==> config.mk <==
export PLATFORM = sky130hd
export DESIGN_NAME = mux_arb_reg
export DESIGN_NICKNAME = d
export VERILOG_FILES = /design/src/rtl/mux_arb_pkg.sv /design/src/rtl/mux_arb_reg_rr_arbiter.sv /design/src/rtl/mux_arb_reg.sv
export SDC_FILE = /design/constraint.sdc
export NUM_CORES = 1
export LEC_CHECK = 0
export CAP_MARGIN = 20
export CORE_UTILIZATION = 25
export CTS_BUF_LIST = sky130_fd_sc_hd__clkbuf_16
export DETAILED_ROUTE_END_ITERATION = 7
export PLACE_DENSITY = 0.73
export SYNTH_ARGS = -nofsm -noshare
export SYNTH_HDL_FRONTEND = slang
export SYNTH_SLANG_ARGS = --single-unit
==> constraint.sdc <==
create_clock -name clk -period 3.08 [get_ports clk]
set_clock_uncertainty 0.1 [all_clocks]
set_input_delay 0.616 -clock clk [delete_from_list [all_inputs] [get_ports clk]]
set_output_delay 0.616 -clock clk [all_outputs]
set_load 0.02 [all_outputs]
==> src/rtl/mux_arb_pkg.sv <==
// Shared definitions for the registered N-input mux/arbiter: selection modes
// and a constant clog2 for tools without $clog2.
package mux_arb_pkg;

  typedef enum logic {
    MODE_SEL = 1'b0,
    MODE_RR  = 1'b1
  } mode_e;

  function automatic int clog2(input int value);
    int r;
    r = 0;
    for (int unsigned v = 1; v < 32'(value); v = v << 1) r++;
    return r;
  endfunction

endpackage

==> src/rtl/mux_arb_reg_rr_arbiter.sv <==
// Combinational round-robin arbiter: first requester after 'last', wrapping
// modulo N (N need not be a power of two).
module rr_arbiter
  import mux_arb_pkg::*;
#(
  parameter int N    = 4,
  parameter int SELW = clog2(N)
) (
  input  logic [N-1:0]    req,
  input  logic [SELW-1:0] last,
  output logic            gnt_valid,
  output logic [SELW-1:0] gnt_idx
);

  always_comb begin
    int unsigned idx;
    gnt_valid = 1'b0;
    gnt_idx   = '0;
    idx       = 0;
    // Scan last+1 .. last+N; the sum stays below 2N so one subtraction wraps it.
    for (int unsigned k = 1; k <= N; k++) begin
      idx = 32'(last) + k;
      if (idx >= N) idx = idx - N;
      if (!gnt_valid && req[idx]) begin
        gnt_valid = 1'b1;
        gnt_idx   = SELW'(idx);
      end
    end
  end

endmodule

==> src/rtl/mux_arb_reg.sv <==
// N-input registered multiplexer with valid/ready on every channel; selects
// either an explicit channel or round-robin among valid channels.
module mux_arb_reg
  import mux_arb_pkg::*;
#(
  parameter int WIDTH = 32,
  parameter int N     = 4,
  parameter int SELW  = clog2(N)
) (
  input  logic                 clk,
  input  logic                 rst_n,
  input  logic                 mode,
  input  logic [SELW-1:0]      sel,
  input  logic [N-1:0]         in_valid,
  input  logic [N*WIDTH-1:0]   in_data,
  output logic [N-1:0]         in_ready,
  output logic                 out_valid,
  output logic [WIDTH-1:0]     out_data,
  output logic [SELW-1:0]      out_src,
  input  logic                 out_ready
);

  logic             ld;
  logic             accept;
  logic             sel_valid;
  logic             rr_valid;
  logic [SELW-1:0]  rr_idx;
  logic             gnt_valid;
  logic [SELW-1:0]  gnt_idx;
  logic [SELW-1:0]  last;
  logic [WIDTH-1:0] gnt_data;

  rr_arbiter #(
    .N    (N),
    .SELW (SELW)
  ) u_rr (
    .req       (in_valid),
    .last      (last),
    .gnt_valid (rr_valid),
    .gnt_idx   (rr_idx)
  );

  // Explicit select looks only at in_valid[sel]; out-of-range sel matches no channel.
  always_comb begin
    sel_valid = 1'b0;
    for (int unsigned i = 0; i < N; i++) begin
      if (32'(sel) == i && in_valid[i]) sel_valid = 1'b1;
    end
  end

  assign gnt_valid = (mode == MODE_RR) ? rr_valid : sel_valid;
  assign gnt_idx   = (mode == MODE_RR) ? rr_idx   : sel;
  assign ld        = ~out_valid | out_ready;
  assign accept    = ld & gnt_valid;

  always_comb begin
    in_ready = '0;
    gnt_data = '0;
    for (int unsigned i = 0; i < N; i++) begin
      if (32'(gnt_idx) == i) begin
        gnt_data    = in_data[i*WIDTH +: WIDTH];
        in_ready[i] = accept & rst_n;
      end
    end
  end

  always_ff @(posedge clk or negedge rst_n) begin
    if (!rst_n) begin
      out_valid <= 1'b0;
      out_data  <= '0;
      out_src   <= '0;
      last      <= SELW'(N - 1);
    end else if (ld) begin
      out_valid <= gnt_valid;
      if (gnt_valid) begin
        out_data <= gnt_data;
        out_src  <= gnt_idx;
        if (mode == MODE_RR) last <= gnt_idx;
      end
    end
  end

endmodule
== Word-level counts from Yosys, hierarchy flattened ==
Cells that the tools add are included.

* Bitwise operators: 4
* $lt $le $gt $ge: 8
* Reduce and logical (&&, ||, !) cells: 14
* Muxes and demuxes: 34
* Eq/ne operators: 6
* $add $sub $neg: 8

{| class="wikitable"
|+ Operators by type and width
! operator !! count
|-
| 2-to-1 mux 32 bit || 8
|-
| >= comparator 32 x 3 -> 1 bit (second input constant) || 4
|-
| less-than comparator 32 x 3 -> 1 bit (second input constant) || 4
|-
| subtractor 32 x 3 -> 32 bit (second input constant) || 4
|-
| 2-to-1 mux 1 bit || 17
|-
| 2-to-1 mux 2 bit || 5
|-
| binary-select mux 1 bit (select 2 bit) || 4
|-
| == test 2 bit (second input constant) || 4
|-
| logical AND 1 bit || 7
|-
| adder 2 x 2 -> 3 bit (second input constant) || 2
|-
| adder 2 x 3 -> 4 bit (second input constant) || 1
|-
| == test 2 x 1 -> 1 bit (second input constant) || 2
|-
| zero test 2 bit || 2
|-
| adder 2 x 1 -> 3 bit (second input constant) || 1
|-
| zero test 1 bit || 3
|-
| AND reduction 3 bit || 1
|-
| AND 1 bit || 2
|-
| AND reduction 2 bit || 1
|-
| NOT 1 bit || 1
|-
| bitwise OR 1 bit || 1
|}

* Input bits: 138
* Output and inout port bits: 39
* Bits in registers: 37

== Depth between registers and ports, before layout ==
Gate-level depths: netlist of run 1.

* Word-level depth: 21
* Mapped depth: 7
* Mapped depth without buffers: 5

== Modules after synthesis ==
Synthesis of run 1 repeated with hierarchy kept, for this count alone.

* Cell total of the unflattened synthesis: 147
* Area total of the unflattened synthesis: 2484.9 µm²

{| class="wikitable"
|+ Modules (own cells, without submodules)
! module !! cells each !! area each (µm²) !! times used
|-
| mux_arb_reg || 133 || 2393.5 || 1
|-
| rr_arbiter || 14 || 91.3 || 1
|}

== Worst setup path after synthesis of run 1 ==
No wires, ideal clock.

* Path kind: input -> output
* Start point: input in_valid[3]
* End point: output in_ready[3]
* Data arrival time: 2022 ps
* Slack: 342 ps
* Data required time: 2364 ps
* Cell stages on the path: 6
* Cell sequence: and2b_1 o21ai_1 a31oi_4 buf_6 buf_4 nor3b_1

* Word-level cells in the longest chain between the ends: 16
* Elaborated cells between the ends (all ways): 30

{| class="wikitable"
|+ RTL lines
! item !! line !! RTL
|-
| start: declaration || mux_arb_reg.sv:14 || <nowiki>input logic [N-1:0] in_valid,</nowiki>
|-
| binary-select mux 1 bit (select 2 bit) || mux_arb_reg_rr_arbiter.sv:24 || <nowiki>if (!gnt_valid && req[idx]) begin</nowiki>
|-
| 2-to-1 mux 1 bit (implied by the code) || mux_arb_reg_rr_arbiter.sv:24 ||
|-
| 2-to-1 mux 1 bit || mux_arb_reg_rr_arbiter.sv:24 ||
|-
| zero test 1 bit || mux_arb_reg_rr_arbiter.sv:24 ||
|-
| logical AND 1 bit || mux_arb_reg_rr_arbiter.sv:24 ||
|-
| 2-to-1 mux 1 bit || mux_arb_reg_rr_arbiter.sv:24 ||
|-
| zero test 1 bit || mux_arb_reg_rr_arbiter.sv:24 ||
|-
| logical AND 1 bit || mux_arb_reg_rr_arbiter.sv:24 ||
|-
| 2-to-1 mux 1 bit || mux_arb_reg_rr_arbiter.sv:24 ||
|-
| zero test 1 bit || mux_arb_reg_rr_arbiter.sv:24 ||
|-
| logical AND 1 bit || mux_arb_reg_rr_arbiter.sv:24 ||
|-
| 2-to-1 mux 1 bit || mux_arb_reg_rr_arbiter.sv:24 ||
|-
| 2-to-1 mux 1 bit || mux_arb_reg.sv:51 || <nowiki>assign gnt_valid = (mode == MODE_RR) ? rr_valid : sel_valid;</nowiki>
|-
| AND 1 bit || mux_arb_reg.sv:54 || <nowiki>assign accept = ld & gnt_valid;</nowiki>
|-
| AND 1 bit || mux_arb_reg.sv:62 || <nowiki>in_ready[i] = accept & rst_n;</nowiki>
|-
| 2-to-1 mux 1 bit (*) || mux_arb_reg.sv:60 || <nowiki>if (32'(gnt_idx) == i) begin</nowiki>
|-
| end: declaration || mux_arb_reg.sv:16 || <nowiki>output logic [N-1:0] in_ready,</nowiki>
|}

Every way passes the cells marked *; elsewhere a longest branch is shown, timed or not. The select of a mux whose other input is x is not followed.

== Final worst setup path of run 1 ==
* Start point: input in_valid[1]
* End point: output in_ready[3]

Same word-level chain as after synthesis.

==> results.cfg, run 1 <==
[run_status]
status = finished, final reports clean

[critical_path]
startpoint = in_valid[1]
cp_max_fo = 3
r2r_start = last[0]
startpoint_type = input pin
critPathKind = in2out
worstSetupEndpointType = primary output
critical_path_arrival_ns = 2.29
worst_ep_required_time_ns = 2.36

[logic_synthesis]
syn_avg_cell_area_um2 = 10.7
synthFlopType = dfrtp_1
synth-warning-count = 0
ys_async_sr_fraction_pct = 100
yosysSeqAreaShare_pct = 37.1
synth_fp_nets = 373
syn_inst = 235
yosysUniqueCellTypes = 39
syn_area_mm2 = 0.00250
synth_edf_count = 0
ys_seq_elements = 37

[route]
drc = 0
wl_met1_um = 3280
wire_per_inst_um = 15.3
wl_um = 8500
wl_met2_um = 4230
routed-via-count = 2646
maxUsedRoutingLayer = met4
ant_nets = 0
viasPerCell = 4.77
wl_met3_um = 936
drt_iter0_markers = 83
firstDrtPassIters = 4

[placement]
place_congestion = 0.833
portBuffers = 176
dp_hpwl_um = 6760
pre_cts_ws_ns = -0.492
dp.cells = 548

[sta]
period_share_pct = 97.6
hold-worst-slack_ns = 0.357
hold_viol_final = 0
fmax_ghz = 0.333
tightestPinTransition_ns = 0.528
rsz0062_at_grt = false
relSlewSlack_pct = 64.8
min_period_ns = 3.01
fin_ws_ns = 0.0734
setup_violations = 0
finalSetupTns_ns = 0
finalMaxSlewViolations = 0

[layout]
syn_to_final_growth_pct = 83.6
layout.cells.non_filler = 555
fill_cells = 932
drive_gt1_share_pct = 12.1
final_core_util_pct = 47.2
layout.nets = 560
insertedDiodeCount = 0
final_cell_mix = clkdlybuf4s50_1, mux2i_1, dfrtp_1
final_common_cell = clkdlybuf4s50_1

[global_routing]
grt_use_total_pct = 15.7
grt_pass1_vias = 2710
grt-ovfl-total = 0
grt_antenna_before_repair = 0
grt_max_degree = 38
grt_first_pass_wirelength_um = 12500

[power_and_ir_drop]
p_sw_share_pct = 34.4
p_int_mw = 1.54
switching_power_mw = 0.805
p_leak_nw = 2.02
clkPwrFrac_pct = 20.1
comb_power_share_pct = 49.5
p_seq_share_pct = 30.4
ir_drop_mv = 0.196
p_per_area_mw_per_mm2 = 509

[cts]
htree_levels = 2
clk_path_buf_depth = 2
ctsHoldBuffers = 0
clk_pin_slew_ns = 0.06
cts-root-buf = clkbuf_16
cts_inserted_buffers = 5
cts_tree = built
clock_sinks = 37
worstSkewPairLatency_ns = 0.28

[floorplan]
die_w_um = 102
die-area_mm2 = 0.0104
initial_core_util_pct = 25.7
io_pins = 177
dieHeight_um = 102
row_count = 36
core_area_mm2 = 0.00973

[run]
cap_violations = 0

[hold_path]
hp-class = in2async
-- state kept, by name (all words and copies together), names as in the netlist --
signal,count
out_src,2
last,2
out_data,32
out_valid,1
-- power by group through the flow --
stage	sequential (mW)	clock (mW)	combinational (mW)
2_1_floorplan	0.877	0	0.424
3_3_place_gp	0.714	0	1.15
3_5_place_dp	0.719	0	1.17
4_1_cts	0.713	0.489	1.17
5_1_grt	0.728	0.510	1.24
6_report	0.713	0.470	1.16
-- repair_timing --
| item | CTS | global route |
|---|---|---|
| hold endpoints to repair | 0 | 0 |
| pin swaps | 0 | 0 |
| gates resized for setup | 20 | 4 |
| buffers inserted | 0 | 0 |
| setup endpoints to repair | 4 | 10 |
-- per-layer routing --
| layer | GRT usage [%] | up-vias |
|---|---|---|
| met3 | 5.61 | 4 |
| met4 | 4.73 | 0 |
| met5 | 0 | - |
| li1 | - | 1271 |
| met1 | 16.1 | 1230 |
| met2 | 29.8 | 141 |
-- synth_stat cells, types with 2 or more instances --
cell type / instances / share of area (%)
buf_2: 8 / 1.6
inv_1: 2 / 0.30
buf_4: 3 / 0.90
a21oi_1: 2 / 0.40
mux2i_1: 67 / 27
dfrtp_1: 35 / 35
o32a_1: 2 / 0.80
a221oi_2: 3 / 1.8
a221oi_1: 12 / 4.2
o21ai_0: 3 / 0.60
nor2b_1: 2 / 0.50
o32ai_1: 2 / 0.70
buf_6: 5 / 2.2
o221ai_1: 17 / 5.9
or2_2: 2 / 0.50
dfstp_2: 2 / 2.1
nand2_1: 27 / 4.0
nor2_1: 16 / 2.4
nor2_2: 2 / 0.50
nand2b_1: 4 / 1.0
-- worst max-delay path, cell delays in order --
cell and delay [ns]:
clkdlybuf4s50_1 0.46, mux4_2 0.47, mux2_4 0.29, and2_4 0.17, nand2_1 0.08, nor3b_1 0.05, buf_2 0.16
-- metrics by stage --
step	cell area (µm²)	total power, mW
floorplan	2500	1.30
global placement	4470	1.86
detailed placement	4490	1.89
CTS	4600	2.37
global route	4600	2.47
finish	4600	2.34
-- logic make-up after synthesis --
family	Yosys count	share of synthesized area [%]
AOI/OAI and AO/OA	49	17.5
and+or+nand+nor	60	11.2
muxes	69	28.4
buffers and inverters	20	5.80
DFF	37	37.1
-- path summary, 6_finish.rpt --
check                      cells past startpoint           end  slack [ns]
max in group asynchronous                      2       last[0]        2.16
setup reg to reg                               7  out_data[17]        0.57
setup / recovery                               7   in_ready[3]        0.07
hold reg to reg                                2    out_src[0]        0.38
hold / removal                                 2     out_valid        0.36
min in group clk                               2    out_src[0]        0.38
-- area by class of cell --
cell class | count | area [µm²] | share of cell area, %
Clock inverter | 2 | 7.51 | 0.163
Clock buffer | 5 | 125 | 2.72
Tap cell | 133 | 166 | 3.62
Sequential cell | 37 | 928 | 20.2
Timing Repair Buffer | 198 | 1920 | 41.8
Multi-Input combinational cell | 178 | 1440 | 31.4
Inverter | 2 | 7.51 | 0.163
Power figures use the tool's default switching activity.
==> inputs of run 2 (changes only) <==
--- a/config.mk
+++ b/config.mk
@@ -9,7 +9,6 @@
 export CORE_UTILIZATION = 25
 export CTS_BUF_LIST = sky130_fd_sc_hd__clkbuf_16
 export DETAILED_ROUTE_END_ITERATION = 7
-export PLACE_DENSITY = 0.73
 export SYNTH_ARGS = -nofsm -noshare
 export SYNTH_HDL_FRONTEND = slang
 export SYNTH_SLANG_ARGS = --single-unit
==> results.cfg, run 2 (synthesis results as in run 1) <==
[route]
wl_met1_um = 3370
ant_nets = 0
maxUsedRoutingLayer = met4
drt_iter0_markers = 58
wire_per_inst_um = 14.8
firstDrtPassIters = 4
viasPerCell = 4.68
wl_met3_um = 838
wl_um = 8270
routed-via-count = 2609
drc = 0
wl_met2_um = 3990

[cts]
htree_levels = 2
post_cts_buffers = 0
cts-root-buf = clkbuf_16
cts_inserted_buffers = 5
clk_pin_slew_ns = 0.05
clk_path_buf_depth = 2
cts_tree = built
worstSkewPairLatency_ns = 0.27
ctsHoldBuffers = 0
clock_sinks = 37

[global_routing]
grt_pass1_vias = 2560
grt_antenna_before_repair = 0
grt_first_pass_wirelength_um = 12300
grt_use_total_pct = 15.4
grt_max_degree = 36
grt-ovfl-total = 0

[layout]
top_register = out_data
final_cell_mix = clkdlybuf4s50_1, mux2i_1, dfrtp_1
layout.nets = 563
fill_cells = 957
top_regs = out_data (32), last (2), out_src (2)
final_area_mm2 = 0.00461
largest_reg_flops = 32
final_common_cell = clkdlybuf4s50_1
syn_to_final_growth_pct = 84.2
drive_gt1_share_pct = 12.7
insertedDiodeCount = 0

[critical_path]
worst_ep_required_time_ns = 2.36
cp_cell_sequence = clkdlybuf4s50_1 -> mux4_2 -> mux2_4 -> and2_4 -> nand2_1 -> nor3b_1 -> buf_2
critical_path_arrival_ns = 2.27
crit_buf_inv = 2
startpoint_type = input pin
critPathSlowestCell = mux4_2
slowest_delay_ns = 0.46
cp_max_fo = 3
worstSetupEndpointType = primary output
critPathTopFamily = multiplexers
critPathKind = in2out

[power_and_ir_drop]
p_per_area_mw_per_mm2 = 506
ir_drop_mv = 0.205
p_leak_nw = 2.02
power_mw = 2.33

[hold_path]
hp-class = in2async

[floorplan]
die_w_um = 102
io_pins = 177
row_count = 36
core_area_mm2 = 0.00973
die-area_mm2 = 0.0104
initial_core_util_pct = 25.7
dieHeight_um = 102

[placement]
portBuffers = 176
dp_hpwl_um = 6520
placed_area_mm2 = 0.00450
place_congestion = 0.858

[sta]
period_share_pct = 96.9
finalSetupTns_ns = 0
finalMaxSlewViolations = 0
min_period_ns = 2.98
setup_violations = 0
hold_viol_final = 0
fmax_ghz = 0.335
rsz0062_at_grt = false
relSlewSlack_pct = 61.2
tightestPinTransition_ns = 0.582

[run]
cap_violations = 0

[run_status]
status = finished, final reports clean
-- run 2: cell types whose count changed in the layout (fill, tap and decap cells not counted) --
cell,delta
buf_4,+4
buf_6,-1
dlygate4sd2_1,+1
dlymetal6s2s_1,-1
-- run 2: repair_timing --
| action | in CTS | in global routing |
|---|---|---|
| gates cloned | 0 | 0 |
| setup endpoints to repair | 4 | 3 |
| resized for setup | 22 | 2 |
-- run 2: final timing paths --
| check | endpoint | slack, ns | cells after the start | from |
|---|---|---|---|---|
| hold reg to reg | out_data[0] | 0.38 | 2 | out_data[0] |
| min in group clk | out_data[0] | 0.38 | 2 | out_data[0] |
| setup reg to reg | out_data[10] | 0.74 | 6 | last[0] |
| setup / recovery | in_ready[3] | 0.1 | 7 | in_valid[1] |
| max in group asynchronous | out_data[0] | 2.36 | 2 | rst_n |
| hold / removal | out_valid | 0.24 | 2 | rst_n |
-- run 2: report_power, final --
| part | switching [mW] | internal [mW] |
|---|---|---|
| clock network | 0.180 | 0.289 |
| registers | 0.0799 | 0.630 |
| logic | 0.536 | 0.618 |
-- run 2: cell type report --
type	count	area [µm²]	area share [%]
clock buffers	5	125	2.71
well taps	133	166	3.61
flip-flops and latches	37	928	20.1
repair buffers	201	1940	42.0
inverters	2	7.51	0.163
clock inverters	2	7.51	0.163
multi-input cells	178	1440	31.3
-- run 2: per-layer routing --
layer | vias to the layer above | track usage [%]
met1 | 1197 | 17.9
met2 | 131 | 27.1
li1 | 1275 | -
met5 | - | 0
met3 | 6 | 4.92
met4 | 0 | 4.07
-- run 2: metrics by stage --
stage               setup slack [ns]  cells  utilization [%]  hold WS (ns)
floorplan                      0.342    235                -         0.220
global placement              -0.423    551             46.3         0.362
detailed placement            -0.486    551             46.3         0.372
CTS                          0.00199    558             47.4         0.243
global route                  0.0339    558             47.4         0.264
finish                        0.0955    558             47.4         0.242
